<file path="src/rtl/gbe_mon_pkg.sv">
// Shared definitions for the 10GbE TX monitor: frame-tracking FSM states
// and the counter saturation limit.
package gbe_mon_pkg;

    localparam int unsigned MIN_CTR_WIDTH = 8;
    localparam int unsigned MAX_CTR_WIDTH = 32;

    // Frame tracking state of the TX stream.
    typedef enum logic [1:0] {
        ST_IDLE     = 2'd0,
        ST_IN_FRAME = 2'd1,
        ST_DROPPING = 2'd2
    } frame_state_e;

    // All-ones value of a counter that is 'width' bits wide, right-aligned.
    function automatic logic [MAX_CTR_WIDTH-1:0] sat_max(input int unsigned width);
        return {MAX_CTR_WIDTH{1'b1}} >> (MAX_CTR_WIDTH - width);
    endfunction

endpackage

</file>
<file path="src/rtl/gbe_txof_counter_if.sv">
// TX stream signals as seen between the application and the 10GbE core.
// The master drives the stream; the monitor only observes it.
interface gbe_txof_counter_if;

    logic gbe_tx_valid;
    logic gbe_tx_end_of_frame;
    logic gbe_tx_overflow;

    modport master (
        output gbe_tx_valid,
        output gbe_tx_end_of_frame,
        output gbe_tx_overflow
    );

    modport slave (
        input gbe_tx_valid,
        input gbe_tx_end_of_frame,
        input gbe_tx_overflow
    );

endinterface

</file>
<file path="src/rtl/sat_counter.sv">
// Saturating up-counter with synchronous clear and count enable.
// Clear has priority over increment and is honoured even while disabled.
module sat_counter
    import gbe_mon_pkg::*;
#(
    parameter int unsigned WIDTH = 32
) (
    input  logic             clk,
    input  logic             rst_n,
    input  logic             clr_i,
    input  logic             en_i,
    input  logic             inc_i,
    output logic [WIDTH-1:0] count_o
);

    localparam logic [WIDTH-1:0] CNT_MAX = WIDTH'(sat_max(WIDTH));

    logic [WIDTH-1:0] count_q;
    logic [WIDTH-1:0] count_d;

    // Next count: clear first, then a saturating increment.
    always_comb begin
        // NOTE: default assignment first so no path leaves count_d unassigned (no latch).
        count_d = count_q;
        if (clr_i) begin
            count_d = '0;
        end else if (en_i && inc_i && (count_q != CNT_MAX)) begin
            count_d = count_q + WIDTH'(1);
        end
    end

    // Count register.
    always_ff @(posedge clk or negedge rst_n) begin
        // NOTE: non-blocking assignments keep every flop sampling pre-edge values.
        if (!rst_n) begin
            count_q <= '0;
        end else begin
            count_q <= count_d;
        end
    end

    assign count_o = count_q;

endmodule

</file>
<file path="src/rtl/gbe_txof_counter.sv">
// 10GbE TX overflow monitor: counts overflow rising edges, counts frames
// corrupted by an overflow, and keeps a sticky overflow flag. All outputs
// come straight from flops. CTR_WIDTH must lie in 8..32.
module gbe_txof_counter
    import gbe_mon_pkg::*;
#(
    parameter int unsigned CTR_WIDTH       = 32,
    parameter bit          EDGE_DETECT_CLR = 1'b1
) (
    input  logic                     user_clk,
    input  logic                     user_rst_n,
    gbe_txof_counter_if.slave        tx,
    input  logic                     ctr_rst,
    input  logic                     ctr_en,
    output logic [MAX_CTR_WIDTH-1:0] txof_count,
    output logic [MAX_CTR_WIDTH-1:0] txdrop_count,
    output logic                     txof_sticky
);

    logic         of_q;
    logic         ctr_rst_q;
    frame_state_e state_q;
    frame_state_e state_d;
    logic         sticky_q;
    logic         sticky_d;
    logic         drop_inc;

    logic [CTR_WIDTH-1:0] txof_cnt;
    logic [CTR_WIDTH-1:0] txdrop_cnt;

    // The FSM and edge detectors run regardless of ctr_en, so re-enabling
    // while overflow is already high never produces a phantom event.
    wire of_event = tx.gbe_tx_overflow & ~of_q;
    wire eof_word = tx.gbe_tx_valid & tx.gbe_tx_end_of_frame;
    wire clr      = EDGE_DETECT_CLR ? (ctr_rst & ~ctr_rst_q) : ctr_rst;

    // Frame tracking; an overflow on a start or end word marks that frame dropped.
    always_comb begin
        state_d  = state_q;
        drop_inc = 1'b0;
        case (state_q)
            ST_IDLE: begin
                if (tx.gbe_tx_valid && !tx.gbe_tx_end_of_frame) begin
                    state_d = of_event ? ST_DROPPING : ST_IN_FRAME;
                end else if (eof_word && of_event) begin
                    drop_inc = 1'b1;
                end
            end
            ST_IN_FRAME: begin
                if (eof_word) begin
                    state_d  = ST_IDLE;
                    drop_inc = of_event;
                end else if (of_event) begin
                    state_d = ST_DROPPING;
                end
            end
            ST_DROPPING: begin
                if (eof_word) begin
                    state_d  = ST_IDLE;
                    drop_inc = 1'b1;
                end
            end
            default: state_d = ST_IDLE;
        endcase
    end

    // Sticky overflow flag: clear wins, otherwise set on an enabled event.
    always_comb begin
        sticky_d = sticky_q;
        if (clr) begin
            sticky_d = 1'b0;
        end else if (ctr_en && of_event) begin
            sticky_d = 1'b1;
        end
    end

    // Edge-detect history, FSM state and sticky flag.
    always_ff @(posedge user_clk or negedge user_rst_n) begin
        if (!user_rst_n) begin
            of_q      <= 1'b0;
            ctr_rst_q <= 1'b0;
            state_q   <= ST_IDLE;
            sticky_q  <= 1'b0;
        end else begin
            of_q      <= tx.gbe_tx_overflow;
            ctr_rst_q <= ctr_rst;
            state_q   <= state_d;
            sticky_q  <= sticky_d;
        end
    end

    sat_counter #(.WIDTH(CTR_WIDTH)) u_txof_ctr (
        .clk     (user_clk),
        .rst_n   (user_rst_n),
        .clr_i   (clr),
        .en_i    (ctr_en),
        .inc_i   (of_event),
        .count_o (txof_cnt)
    );

    sat_counter #(.WIDTH(CTR_WIDTH)) u_txdrop_ctr (
        .clk     (user_clk),
        .rst_n   (user_rst_n),
        .clr_i   (clr),
        .en_i    (ctr_en),
        .inc_i   (drop_inc),
        .count_o (txdrop_cnt)
    );

    assign txof_count   = MAX_CTR_WIDTH'(txof_cnt);
    assign txdrop_count = MAX_CTR_WIDTH'(txdrop_cnt);
    assign txof_sticky  = sticky_q;

endmodule

</file>
<file path="src/flat_wrapper.sv">
// flat-port wrapper written by rule: the top's interface ports become plain ports
module gbe_txof_counter_flat import gbe_mon_pkg::*;
#(
    parameter int unsigned CTR_WIDTH       = 32,
    parameter bit          EDGE_DETECT_CLR = 1'b1
)
  (user_clk, user_rst_n, ctr_rst, ctr_en, txof_count, txdrop_count, txof_sticky, tx_gbe_tx_valid, tx_gbe_tx_end_of_frame, tx_gbe_tx_overflow);
  gbe_txof_counter_if tx_i ();
  input  logic user_clk;
  input  logic user_rst_n;
  input  logic ctr_rst;
  input  logic ctr_en;
  output logic [MAX_CTR_WIDTH-1:0] txof_count;
  output logic [MAX_CTR_WIDTH-1:0] txdrop_count;
  output logic txof_sticky;
  input wire logic [$bits(tx_i.gbe_tx_valid)-1:0] tx_gbe_tx_valid;
  input wire logic [$bits(tx_i.gbe_tx_end_of_frame)-1:0] tx_gbe_tx_end_of_frame;
  input wire logic [$bits(tx_i.gbe_tx_overflow)-1:0] tx_gbe_tx_overflow;
  assign tx_i.gbe_tx_valid = tx_gbe_tx_valid;
  assign tx_i.gbe_tx_end_of_frame = tx_gbe_tx_end_of_frame;
  assign tx_i.gbe_tx_overflow = tx_gbe_tx_overflow;
  gbe_txof_counter #(.CTR_WIDTH(CTR_WIDTH), .EDGE_DETECT_CLR(EDGE_DETECT_CLR)) u_core (.user_clk(user_clk), .user_rst_n(user_rst_n), .tx(tx_i), .ctr_rst(ctr_rst), .ctr_en(ctr_en), .txof_count(txof_count), .txdrop_count(txdrop_count), .txof_sticky(txof_sticky));
endmodule
</file>
<file path="config.mk">
export PLATFORM = sky130hd
export DESIGN_NAME = gbe_txof_counter_flat
export DESIGN_NICKNAME = d
export VERILOG_FILES = /design/src/rtl/gbe_mon_pkg.sv /design/src/rtl/gbe_txof_counter_if.sv /design/src/rtl/sat_counter.sv /design/src/rtl/gbe_txof_counter.sv /design/src/flat_wrapper.sv
export SDC_FILE = /design/constraint.sdc
export NUM_CORES = 1
export LEC_CHECK = 0
export ABC_AREA = 1
export CAP_MARGIN = 30
export CORE_MARGIN = 1
export CORE_UTILIZATION = 29
export DETAILED_ROUTE_END_ITERATION = 8
export SYNTH_ARGS = -nofsm -noshare
export SYNTH_HDL_FRONTEND = slang
export SYNTH_SLANG_ARGS = --single-unit
</file>
<file path="constraint.sdc">
create_clock -name user_clk -period 2.85 [get_ports user_clk]
set_input_delay 0.4275 -clock user_clk [delete_from_list [all_inputs] [get_ports user_clk]]
set_output_delay 0.4275 -clock user_clk [all_outputs]
set_load 0.05 [all_outputs]
</file>
* After elaboration in Yosys (flattened, before gate mapping)
Index checks and enable logic that the tools add are counted.
** Operators by class
- Add/subtract/negate cells :: 2
- Equality and inequality tests :: 7
- Mux-type cells :: 17
- Bitwise logic cells :: 5
- Reductions and logical operators :: 12
** Operator list (count)
- 32-bit two-way mux :: 4
- 32-bit by 1-bit adder with 32-bit output (second input constant) :: 2
- 32-bit inequality test (second input constant) :: 2
- 2-bit two-way mux :: 5
- 1-bit logical AND :: 6
- 1-bit two-way mux :: 6
- 2-bit one-hot mux with 3 select lines :: 1
- 2-bit nonzero test :: 3
- 2-bit by 1-bit inequality test with 1-bit output (second input constant) :: 2
- 1-bit AND :: 3
- 3-bit by 1-bit inequality test with 1-bit output (second input constant) :: 1
- 1-bit one-hot mux with 3 select lines :: 1
- 3-bit AND reduction :: 1
- 2-bit by 1-bit equality test with 1-bit output (second input constant) :: 1
- 2-bit equality test (second input constant) :: 1
- 2-bit zero test :: 1
- 1-bit NOT :: 2
- 1-bit zero test :: 1
** Word-level totals
- Register bits :: 69
- Output and inout port bits :: 65
- Logic and storage cells :: 49

* Depth between registers and ports, before layout
- Depth after elaboration :: 10
- Depth in mapped cells :: 12
- Gate-level depth less buffers :: 11

* Cells and area by module
Synthesis repeated with hierarchy kept, for this count alone.
** Unflattened totals
- Cell total of the unflattened synthesis :: 727
- Area total of the unflattened synthesis :: 4818.4 um^2
** By module, submodules not included
- sat_counter :: instances 2, cells an instance 349, area each 2269.7 um^2, seq. area each 800.8 um^2
- gbe_txof_counter :: instances 1, cells an instance 29, area each 279.0 um^2, seq. area each 125.1 um^2

* Worst setup path before layout
No wires, ideal clock.
- Path kind :: reg-to-reg
- Start point :: reg u_core.u_txdrop_ctr.count_q[1], in the netlist u_core.u_txdrop_ctr.count_o[1]
- End point :: reg u_core.u_txdrop_ctr.count_q[28], in the netlist u_core.u_txdrop_ctr.count_o[28]
- Arrival :: 1.981 ns
- Path slack :: 0.803 ns
- Cell stages (with the launch flop) :: 13
- Buffers on the path :: 1
- Period minus slack after synthesis :: 2.047 ns
- Path through :: dfrtp_1 > ha_1 > inv_1 > nor2_4 > nand2_2 > nor2_4 > nand2_2 > nand2_2 > nand2_4 > clkinv_4 > buf_6 > nand2_1 > nand2_1
** On the way
- Cells in the longest elaborated chain, start to end :: 3
- Elaborated cells between the ends (all ways) :: 6
- Classes of those cells :: add/sub: 1; eq/ne: 1; mux: 2; reduce/logical: 2
** Ends and longest elaborated chain
- start, declared :: line sat_counter.sv:18 : logic [WIDTH-1:0] count_q;
- start signal, assigned :: line sat_counter.sv:38 : count_q <= count_d;
- 32-bit by 1-bit adder with 32-bit output or 32-bit inequality test (tied branches) :: line sat_counter.sv:28, sat_counter.sv:27
- 32-bit two-way mux or 1-bit logical AND (tied branches) :: line sat_counter.sv:27 : end else if (en_i && inc_i && (count_q != CNT_MAX)) begin
- 32-bit two-way mux or 2-bit nonzero test (tied branches)
Several ways; a longest one is shown, not always the timed one. The select of a mux whose other input is x is not followed.
A chain may end at the register's enable or synchronous reset.

* Worst setup path after layout
- Start point :: reg u_core.u_txdrop_ctr.count_q[15], in the netlist u_core.u_txdrop_ctr.count_o[15]
- End point :: out txdrop_count[15]
** RTL lines
- end, declared :: line flat_wrapper.sv:14 : output logic [MAX_CTR_WIDTH-1:0] txdrop_count;
No word-level cell between the ends.

==> metrics <==
run status completed; Hold Crit Class primary input to async pin; number of flops mapped to enable cells by yosys 0; TritonRoute pass-1 iters 5; Final ANT Viol Nets 0; Fin. Hold Viols 0; worst path required time 2.42 ns; Period Utilization, post-route 75.0%; Final Total Pwr 2.51 mW; dpl cell area 5600 um^2; final setup vio count 0; crit-path leading delay family buffers and inverters; worst r2r src u_core.u_txdrop_ctr.count_o[1]$_DFFE_PN0P_; grt ovf 0; relative slew slack 61.1%; first-pass GRT wire length 22800 um; Initial Util 29.6%; Area Growth Syn to Fin 25.6%; Post-CTS Setup Bufs 0; Mapped Area 4690 um^2; clock-pin transition on the worst setup and hold timing paths 0.06 ns; Post-CTS Resized 0; Hold-fix buffers, CTS 0; Synth area leaders dfrtp_1 (37%), nand2_1 (24%), nor2_1 (9.8%); P_int 1.76 mW; RSZ-0062 raised after global routing false; DP HPWL 9750 um; CORE AREA 15800 um^2; routed wire length 13400 um; sequential area share after synthesis 36.8%; top cell type's share of synthesized area 36.8%; CP max stage cell clkdlybuf4s50_1; largest net degree at the start of global routing 70; hold_ws 0.00792 ns; CTS H-tree lvls 3; post-route non-filler standard cell count 1013; commonest non-fill, non-tap cell in the layout nand2_1; Final Cell Area 5890 um^2; PwrDens 426 nW/um^2; net total in the final layout 803; Net Sw Power 0.746 mW; critical path type flop to output pin; post-synth top area cell dfrtp_1; Flop pwr share 43.0%; ys async rst share 100%; Crit Reg-Reg Endpoint u_core.u_txdrop_ctr.count_o[28]$_DFFE_PN0P_; row count 46; share of layout cells above drive strength 1 7.53%; Fin Setup TNS 0 ns; Bufs on Longest Clock Path 2; Vert. Die Dim 129 um; Placed Cells 998; Final Max Tran Viols 0; Clock Skews 0.00532 ns; I/O Pins 72; minimum clock period 2.14 ns; mean number of vias per cell 4.59; Worst setup EP type output pin; Worst-Skew Late Latency 0.34 ns; R2R Setup Slk 0.94 ns; vias after detailed routing 4652; clk sinks 69; maximum VDD drop 269 uV; DR iter-0 viols 261; initial antenna violation count 0; largest stage delay on the critical path 0.87 ns; CTS tree done; Synth Net Count 731; Comb power frac 15.4%; Clock Power Share 41.6%; Synth cell types 31; Synth Warn # 0; die width 129 um; Worst Tran Pin Value 0.582 ns; count of state elements after synthesis 69; final setup margin 0.712 ns; Arr. time, crit path 1.71 ns; Max Cap Viol 0; ant diodes 0; CTS Root Cell clkbuf_16; Port Buffers 71; vias in the first global route 4600; worst path cell trace clkdlybuf4s50_1; R2R cell count 11; most frequent cells in the layout nand2_1 (301), nor2_1 (122), clkdlybuf4s50_1 (70), dfrtp_1 (69), inv_1 (55); CTS Buf Count 9; Cells after Synth 722; # DRC 0; Max Fclk 468 MHz; Synth Flop Type dfrtp_1; switching share of power 29.7%; syn_area_per_cell 6.50 um^2; gpl congestion 0.851; GRT Resource Usage Total 17.5%; Worst Path Max Fanout 6; die area 16700 um^2; leakage power 2.64 nW; Buf/Inv on CP 1; per-cell routed wire length 13.2 um; critical path launch point type flop; Core Util, Final 37.2%; DP Worst Slack 0.660 ns
-- worst max path at each step --
stage                                                            from                                          end  slack, ns  cells past startpoint
after detailed placement                              tx_gbe_tx_valid   u_core.u_txdrop_ctr.count_o[2]$_DFFE_PN0P_       0.66                     10
after global routing        u_core.u_txof_ctr.count_o[16]$_DFFE_PN0P_                               txof_count[16]       0.68                      1
after floorplan            u_core.u_txdrop_ctr.count_o[1]$_DFFE_PN0P_  u_core.u_txdrop_ctr.count_o[28]$_DFFE_PN0P_       0.80                     12
after CTS                 u_core.u_txdrop_ctr.count_o[15]$_DFFE_PN0P_                             txdrop_count[15]       0.71                      1
final                     u_core.u_txdrop_ctr.count_o[15]$_DFFE_PN0P_                             txdrop_count[15]       0.71                      1
after global placement                                tx_gbe_tx_valid  u_core.u_txdrop_ctr.count_o[10]$_DFFE_PN0P_       0.69                     10
-- area by class of cell --
cell class              instances  area [um^2]
fillers                      1700         9930
multi-input cells             579         2630
clock buffers                  12          256
well taps                     216          270
clock inverters                 2         10.0
flip-flops and latches         69         1730
inverters                      59          231
repair buffers                 76          766
-- Yosys cell counts (3+ instances only) --
cell type,n
buf_1,5
nand2_2,17
nand4_1,37
nand3_1,47
a21oi_2,3
buf_6,3
buf_2,5
or2_2,8
xnor2_1,6
o21ai_0,3
o21bai_1,3
inv_1,56
nor2_1,122
nand3b_1,4
nand2_1,301
nand2_4,3
xor2_1,12
dfrtp_1,69
-- registers in the layout, indices dropped and copies added, names as in the netlist --
register,flops
u_core.ctr_rst_q,1
u_core.of_q,1
u_core.state_q,2
u_core.txof_sticky,1
u_core.u_txdrop_ctr.count_o,32
u_core.u_txof_ctr.count_o,32
-- logic make-up after synthesis --
kind of cell / count (synthesis) / synth area share [%]
AOI/OAI and AO/OA: 13 / 1.97
buffers and inverters: 74 / 7.09
xor gates and xnor gates: 18 / 3.36
and+or+nand+nor: 546 / 50.2
adders and majority gates: 2 / 0.533
DFF: 69 / 36.8
-- layer usage --
layer	global-route usage (%)	part of all wire (%)	vias to the layer above
li1	-	-	2410
met1	21.8	46	2117
met2	29.9	46	105
met3	3.63	5.1	20
met4	6.23	2.3	0
met5	0	0	-
-- power groups by stage --
stage                     combinational [mW]  clock, mW  sequential (mW)
after CTS                              0.388       1.08             1.08
final                                  0.387       1.05             1.08
after floorplan                        0.165          0             1.18
after global placement                 0.383          0             1.10
after global routing                   0.425       1.12             1.09
after detailed placement               0.387          0             1.09
Note: power is estimated with default switching activity, not from simulation.
